<file path="src/rtl/panel_ctrl.sv">
// panel_ctrl: conditions the raw run switch and step button of the control
// panel. Each input is synchronized and debounced. The debounced run level
// drives `change`. A debounced step press becomes a single `step` pulse while
// the processor is stopped, or a `step_rej` pulse while it is running.
module panel_ctrl #(
  parameter int DEBOUNCE_CYCLES = 16,
  parameter int CNT_W           = 5,
  parameter int STEP_CNT_W      = 8
) (
  input  logic                  clk,
  input  logic                  rst,
  input  logic                  run_raw,
  input  logic                  step_raw,
  output logic                  change,
  output logic                  step,
  output logic                  step_rej,
  output logic [STEP_CNT_W-1:0] step_cnt
);

  // Lane indices into the per-input synchronizer/debouncer arrays.
  localparam int RUN = 0;
  localparam int STP = 1;

  // Counter value on which a persisting mismatch is accepted as the new level.
  localparam logic [CNT_W-1:0] DB_LAST = CNT_W'(DEBOUNCE_CYCLES - 1);

  logic [1:0]            s1_q, s2_q;
  logic [1:0]            stable_q, stable_d;
  logic [CNT_W-1:0]      db_cnt_q [2];
  logic [CNT_W-1:0]      db_cnt_d [2];
  logic                  step_prev_q;
  logic                  step_q, step_d;
  logic                  rej_q, rej_d;
  logic [STEP_CNT_W-1:0] step_cnt_q, step_cnt_d;
  logic                  step_rise;

  // Two-flop synchronizer for both asynchronous panel inputs.
  always_ff @(posedge clk or posedge rst) begin
    if (rst) begin
      s1_q <= '0;
      s2_q <= '0;
    end else begin
      // NOTE: non-blocking assignments let s2_q take the old s1_q, which is
      // exactly the two-stage shift; blocking would collapse it into one flop.
      s1_q <= {step_raw, run_raw};
      s2_q <= s1_q;
    end
  end

  // Debounce: a stable value flips only after DEBOUNCE_CYCLES consecutive
  // mismatching samples. Any matching sample restarts the window.
  always_comb begin
    // NOTE: every output gets a default first, so no path can leave one
    // unassigned and infer a latch.
    stable_d = stable_q;
    db_cnt_d = db_cnt_q;
    for (int i = 0; i < 2; i++) begin
      if (s2_q[i] == stable_q[i]) begin
        db_cnt_d[i] = '0;
      end else if (db_cnt_q[i] == DB_LAST) begin
        stable_d[i] = s2_q[i];
        db_cnt_d[i] = '0;
      end else begin
        db_cnt_d[i] = db_cnt_q[i] + CNT_W'(1);
      end
    end
  end

  // Debouncer state registers.
  always_ff @(posedge clk or posedge rst) begin
    if (rst) begin
      stable_q <= '0;
      // NOTE: this is a two-entry flop array, not a RAM, so it is reset like
      // any other register. Otherwise a stale count could qualify a bounce.
      for (int i = 0; i < 2; i++) db_cnt_q[i] <= '0;
    end else begin
      stable_q <= stable_d;
      db_cnt_q <= db_cnt_d;
    end
  end

  // Step decision: a rising step level is accepted only while stopped.
  // The run level used is the one held during the step_rise cycle.
  always_comb begin
    step_rise  = stable_q[STP] & ~step_prev_q;
    step_d     = step_rise & ~stable_q[RUN];
    rej_d      = step_rise &  stable_q[RUN];
    step_cnt_d = step_cnt_q + STEP_CNT_W'(step_d);
  end

  // Edge-detect register, the one-cycle pulses and the wrapping step counter.
  always_ff @(posedge clk or posedge rst) begin
    if (rst) begin
      step_prev_q <= 1'b0;
      step_q      <= 1'b0;
      rej_q       <= 1'b0;
      step_cnt_q  <= '0;
    end else begin
      step_prev_q <= stable_q[STP];
      step_q      <= step_d;
      rej_q       <= rej_d;
      step_cnt_q  <= step_cnt_d;
    end
  end

  assign change   = stable_q[RUN];
  assign step     = step_q;
  assign step_rej = rej_q;
  assign step_cnt = step_cnt_q;

endmodule

</file>
<file path="config.mk">
export PLATFORM = sky130hd
export DESIGN_NAME = panel_ctrl
export DESIGN_NICKNAME = d
export VERILOG_FILES = /design/src/rtl/panel_ctrl.sv
export SDC_FILE = /design/constraint.sdc
export NUM_CORES = 1
export LEC_CHECK = 0
export ABC_AREA = 1
export CORE_MARGIN = 4
export CORE_UTILIZATION = 47
export CTS_BUF_LIST = sky130_fd_sc_hd__clkbuf_16
export DETAILED_ROUTE_END_ITERATION = 12
export HOLD_SLACK_MARGIN = 0.02
export PLACE_DENSITY_LB_ADDON = 0.08
export SYNTH_ARGS = -nofsm -noshare
export SYNTH_HDL_FRONTEND = slang
export SYNTH_SLANG_ARGS = --single-unit
</file>
<file path="constraint.sdc">
create_clock -name clk -period 1.5 [get_ports clk]
set_clock_uncertainty 0.1 [all_clocks]
set_input_delay 0.3 -clock clk [delete_from_list [all_inputs] [get_ports clk]]
set_output_delay 0.3 -clock clk [all_outputs]
set_load 0.005 [all_outputs]
</file>
After elaboration in Yosys (flattened, before gate mapping)

Index checks and enable logic that the tools add are counted.

Bits in registers: 27
Output and inout bits: 11
Word-level logic and storage cells: 30

Add/subtract/negate cells: 3
Eq/ne operators: 4
Muxes and demuxes: 4
Bitwise gates (word level): 7
Reduce and logical (&&, ||, !) cells: 2

Operators by type and width:

| cell                                                | count |
|---|---|
| two-way mux 5 bit                                   | 4 |
| adder 5 x 1 -> 5 bit, second input constant         | 2 |
| equality test 5 x 4 -> 1 bit, second input constant | 2 |
| adder 8 x 1 -> 8 bit                                | 1 |
| inverter 1 bit                                      | 4 |
| AND reduction 2 bit                                 | 2 |
| bitwise AND 1 bit                                   | 3 |
| equality test 1 bit                                 | 2 |

Logic depth before layout (Yosys ltp)

Depth in word-level cells: 4
Gate-level depth with buffers: 8
Gate-level depth less buffers: 8

Worst setup path after synthesis

OpenSTA, ideal clock, no wires.

Kind: reg-to-reg
Start: register stable_q[0]
End: register step_cnt_q[4], in the netlist step_cnt[4]
Arrival: 1.269 ns
Required time: 1.277 ns
Path slack: 0.008 ns
Stages on the path, launching flop included: 6
Path buffers: 0
Cell sequence: dfrtp_1 -> nor3_1 -> ha_1 -> ha_1 -> nand3_1 -> xor2_1

Longest elaborated chain between the ends: 3

RTL lines:

| what                    | line | source |
|---|---|---|
| from (decl)             | 28   | `logic [1:0] stable_q, stable_d;` |
| from (signal assigned)  | 77   | `stable_q <= stable_d;` |
| inverter 1 bit          | 86   | `step_d = step_rise & ~stable_q[RUN];` |
| bitwise AND 1 bit       | 86   |  |
| named net step_d        | 32   | `logic step_q, step_d;` |
| adder 8 x 1 -> 8 bit    | 88   | `step_cnt_d = step_cnt_q + STEP_CNT_W'(step_d);` |
| named net step_cnt_d[4] | 34   | `logic [STEP_CNT_W-1:0] step_cnt_q, step_cnt_d;` |
| to (signal assigned)    | 102  | `step_cnt_q <= step_cnt_d;` |
| to (decl)               | 34   |  |

The timed path passes the listed nets, and every way through them passes these cells.
A chain may end at the register's enable or synchronous reset.

Final worst setup path

Start: register step_q, in the netlist step
End: output port step

RTL lines:

| what                   | line | source |
|---|---|---|
| from (decl)            | 32   |  |
| from (signal assigned) | 100  | `step_q <= step_d;` |
| to (decl)              | 15   | `output logic step,` |

No word-level cell between the ends.

==> results.md <==
* Count of clock tree sinks at 27
* Die span in y at 56.5 um
* Crit path launch: step$_DFF_PP0_
* Initial detailed-routing violation count at 6
* DRC violation count after routing at 0
* Number of buffers added to fix hold violations after cts at 0
* Total count of max-transition violations in the final report at 0
* Net count of the mapped netlist at 126
* Wire length of the first global-routing pass at 3370 um
* Final WL at 2000 um
* Largest net degree at the start of global routing at 28
* Final cell count without fillers at 177
* X dimension of the die at 56.5 um
* Buf+Inv Stages, Crit Path at 1
* Worst rel slew slack at 0.850
* Post-Route M1 WL at 827 um
* Commonest cells after routing, fill and taps aside: nand2_1, dfrtp_1, inv_1
* Summed instance area of the synthesized netlist at 1100 sq um
* Number of nets with antenna violations after detailed routing at 0
* Hold_ws at 0.251 ns
* Critical path startpoint category: flop
* Worst setup EP type: output port
* Share of Yosys cell area claimed by the top area cell type at 0.612
* Yosys synthesis warning count at 0
* Min-delay worst type: flop to flop
* Worst path required time at 1.10 ns
* GRT Resource Usage Total at 0.136
* Clock network fraction of total power at 0.425
* Crit-path max cell delay at 0.49 ns
* Leakage Power at 0.804 nW
* Share of power burned in registers at 0.530
* Vias after detailed routing at 837
* Power Internal at 1.14 mW
* Clock transition time at the flip-flop clock pins of the worst setup and hold paths at 0.07 ns
* Aggregate global routing overflow at 0
* Routed length per placed instance at 11.3 um
* Peak VDD IR at 0.000785 V
* Proportion of total power due to net switching at 0.210
* Peak Freq at 677 MHz
* Critical path type: flop to output port
* Effective utilization at floorplan at 0.495
* Maximum level of the CTS H-tree at 1
* CP top delay family: buffers and inverters
* Peak fanout along the critical path at 1
* Sequential element share of the synthesized area at 0.612
* Detailed Routing Iterations Pass 1 at 4
* Number of cell rows at 17
* Top layer reached by signal wires: met4
* Fin. Hold Viols at 0
* Total negative slack for setup checks at 0 ns
* Final setup violation count at 0
* Count of max-cap constraint violations at 0
* DR WL met2 at 1060 um
* Cell type of the slowest stage on the worst timing path: clkdlybuf4s50_1
* Net count, final at 158
* Total of flip-flops plus latches after synthesis at 27
* Ordered cell list for the critical path: clkdlybuf4s50_1
* Critical path data arrival time at 1.08 ns
* Power density normalized to cell area at 949 nW/um^2
* Leading cell types by total area after synthesis: dfrtp_1, nand2_1, inv_1
* Antenna Diode Count at 0
* Post-synthesis to final-layout area growth at 37.5%
* Final HPWL from detailed placement at 1370 um
* Layout cells sized above 1 at 0.161
* Cell type contributing the most total cell area after synthesis: dfrtp_1
* Buffers added on ports at 14
* Placed inst area at 1350 sq um
* Final cycle utilization of the critical path at 0.985
* CTS Buffer Depth at 2
* TritonCTS buffer count at 3
* Source of the worst hold timing path: s1_q[0]$_DFF_PP0_
* Part of the power in combinational logic at 0.045
* Total chip power at 1.44 mW
* Crit path time final at 1.48 ns
* Startpoint of the worst register-to-register path: stable_q[1]$_DFFE_PP0P_
* Met3 wirelength from detailed routing at 69 um
* Status: complete, no violations
* Clk Latency, worst-skew pair at 0.26 ns
* Routability cong. at 0.729
* Most common library cell in the layout ignoring fill and taps: nand2_1
* Net switching power at 0.303 mW
* Count of cell types in the netlist at 12
* Initial antenna violation count at 0
* Root buf cell: clkbuf_16
* Boundary pin count at 15
* Area of the die at 3190 sq um
* Non-Filler Cell Area, Final at 1520 sq um
* Post-Syn Area per Cell at 9.36 sq um
* Count of mapped cells out of synthesis at 118
* Vias in the first global route at 836
* Routed via count divided by cell count at 4.73
* CTS tree: yes
* Inst Count DP at 168
* Area of the core at 2230 sq um
* Worst Tran Pin Value at 0.225 ns
==> per-stage QoR <==
stage | setup slack, ns | utilization
after floorplan | 0.00779 | -
after global placement | 0.0232 | 0.606
after detailed placement | -0.0648 | 0.606
after global routing | -0.0180 | 0.680
final | 0.0221 | 0.680
after CTS | 0.00699 | 0.654
==> power by group through the flow <==
stage / Combinational [mW] / Sequential, mW / Clock [mW]
global placement: 0.0634 / 0.777 / 0
global route: 0.0767 / 0.767 / 0.653
CTS: 0.0658 / 0.764 / 0.625
floorplan: 0.0401 / 0.774 / 0
detailed placement: 0.0651 / 0.778 / 0
finish: 0.0644 / 0.764 / 0.613
==> logic make-up after synthesis <==
family                   count (synthesis)  synth area share
AND/OR/NAND/NOR                         64             0.242
flip-flops                              27             0.612
adder cells (fa/ha/maj)                  4            0.0453
buffers and inverters                   18            0.0612
XOR/XNOR                                 5            0.0396
==> worst paths after layout <==
check / depth (start not counted) / slack [ns] / to
max: 1 / 0.02 / step
min: 0 / 0.25 / s2_q[0]$_DFF_PP0_
max reg2reg: 6 / 0.03 / step_cnt[2]$_DFF_PP0_
min reg2reg: 0 / 0.25 / s2_q[0]$_DFF_PP0_
max in group asynchronous: 3 / 0.89 / step_cnt[7]$_DFF_PP0_
min in group asynchronous: 3 / 0.27 / db_cnt_q[3]$_DFF_PP0_
==> state kept, by name (all words and copies together) (netlist names) <==
signal	cells
step_cnt	8
step_rej	1
stable_q	2
step	1
s1_q	2
db_cnt_q	10
step_prev_q	1
s2_q	2
==> metal layers <==
layer,track usage,vias up
li1,-,425
met4,0.0712,0
met2,0.239,13
met1,0.149,394
met3,0.0345,5
met5,0,-
==> cells in the mapped netlist <==
master,count
nand2_1,34
dfrtp_1,27
inv_1,18
nor2_1,15
nand3_1,7
ha_1,4
nand4_1,4
xor2_1,3
nor3_1,2
xnor2_1,2
nand3b_1,1
nor2_2,1
==> repair_timing <==
item,4_1_cts,5_1_grt
pin swaps,0,3
setup buffers,4,1
resized for setup,12,11
endpoints found under the setup margin,13,5
==> area by class of cell <==
class                   count  area (sq um)
fillers                   189           714
flip-flops and latches     27           676
multi-input cells          73           415
repair buffers             27           243
clock buffers               3          75.1
inverters                  18          67.6
well taps                  28          35.0
clock inverters             1          7.51
No activity file was read; power rests on OpenSTA's default activity.
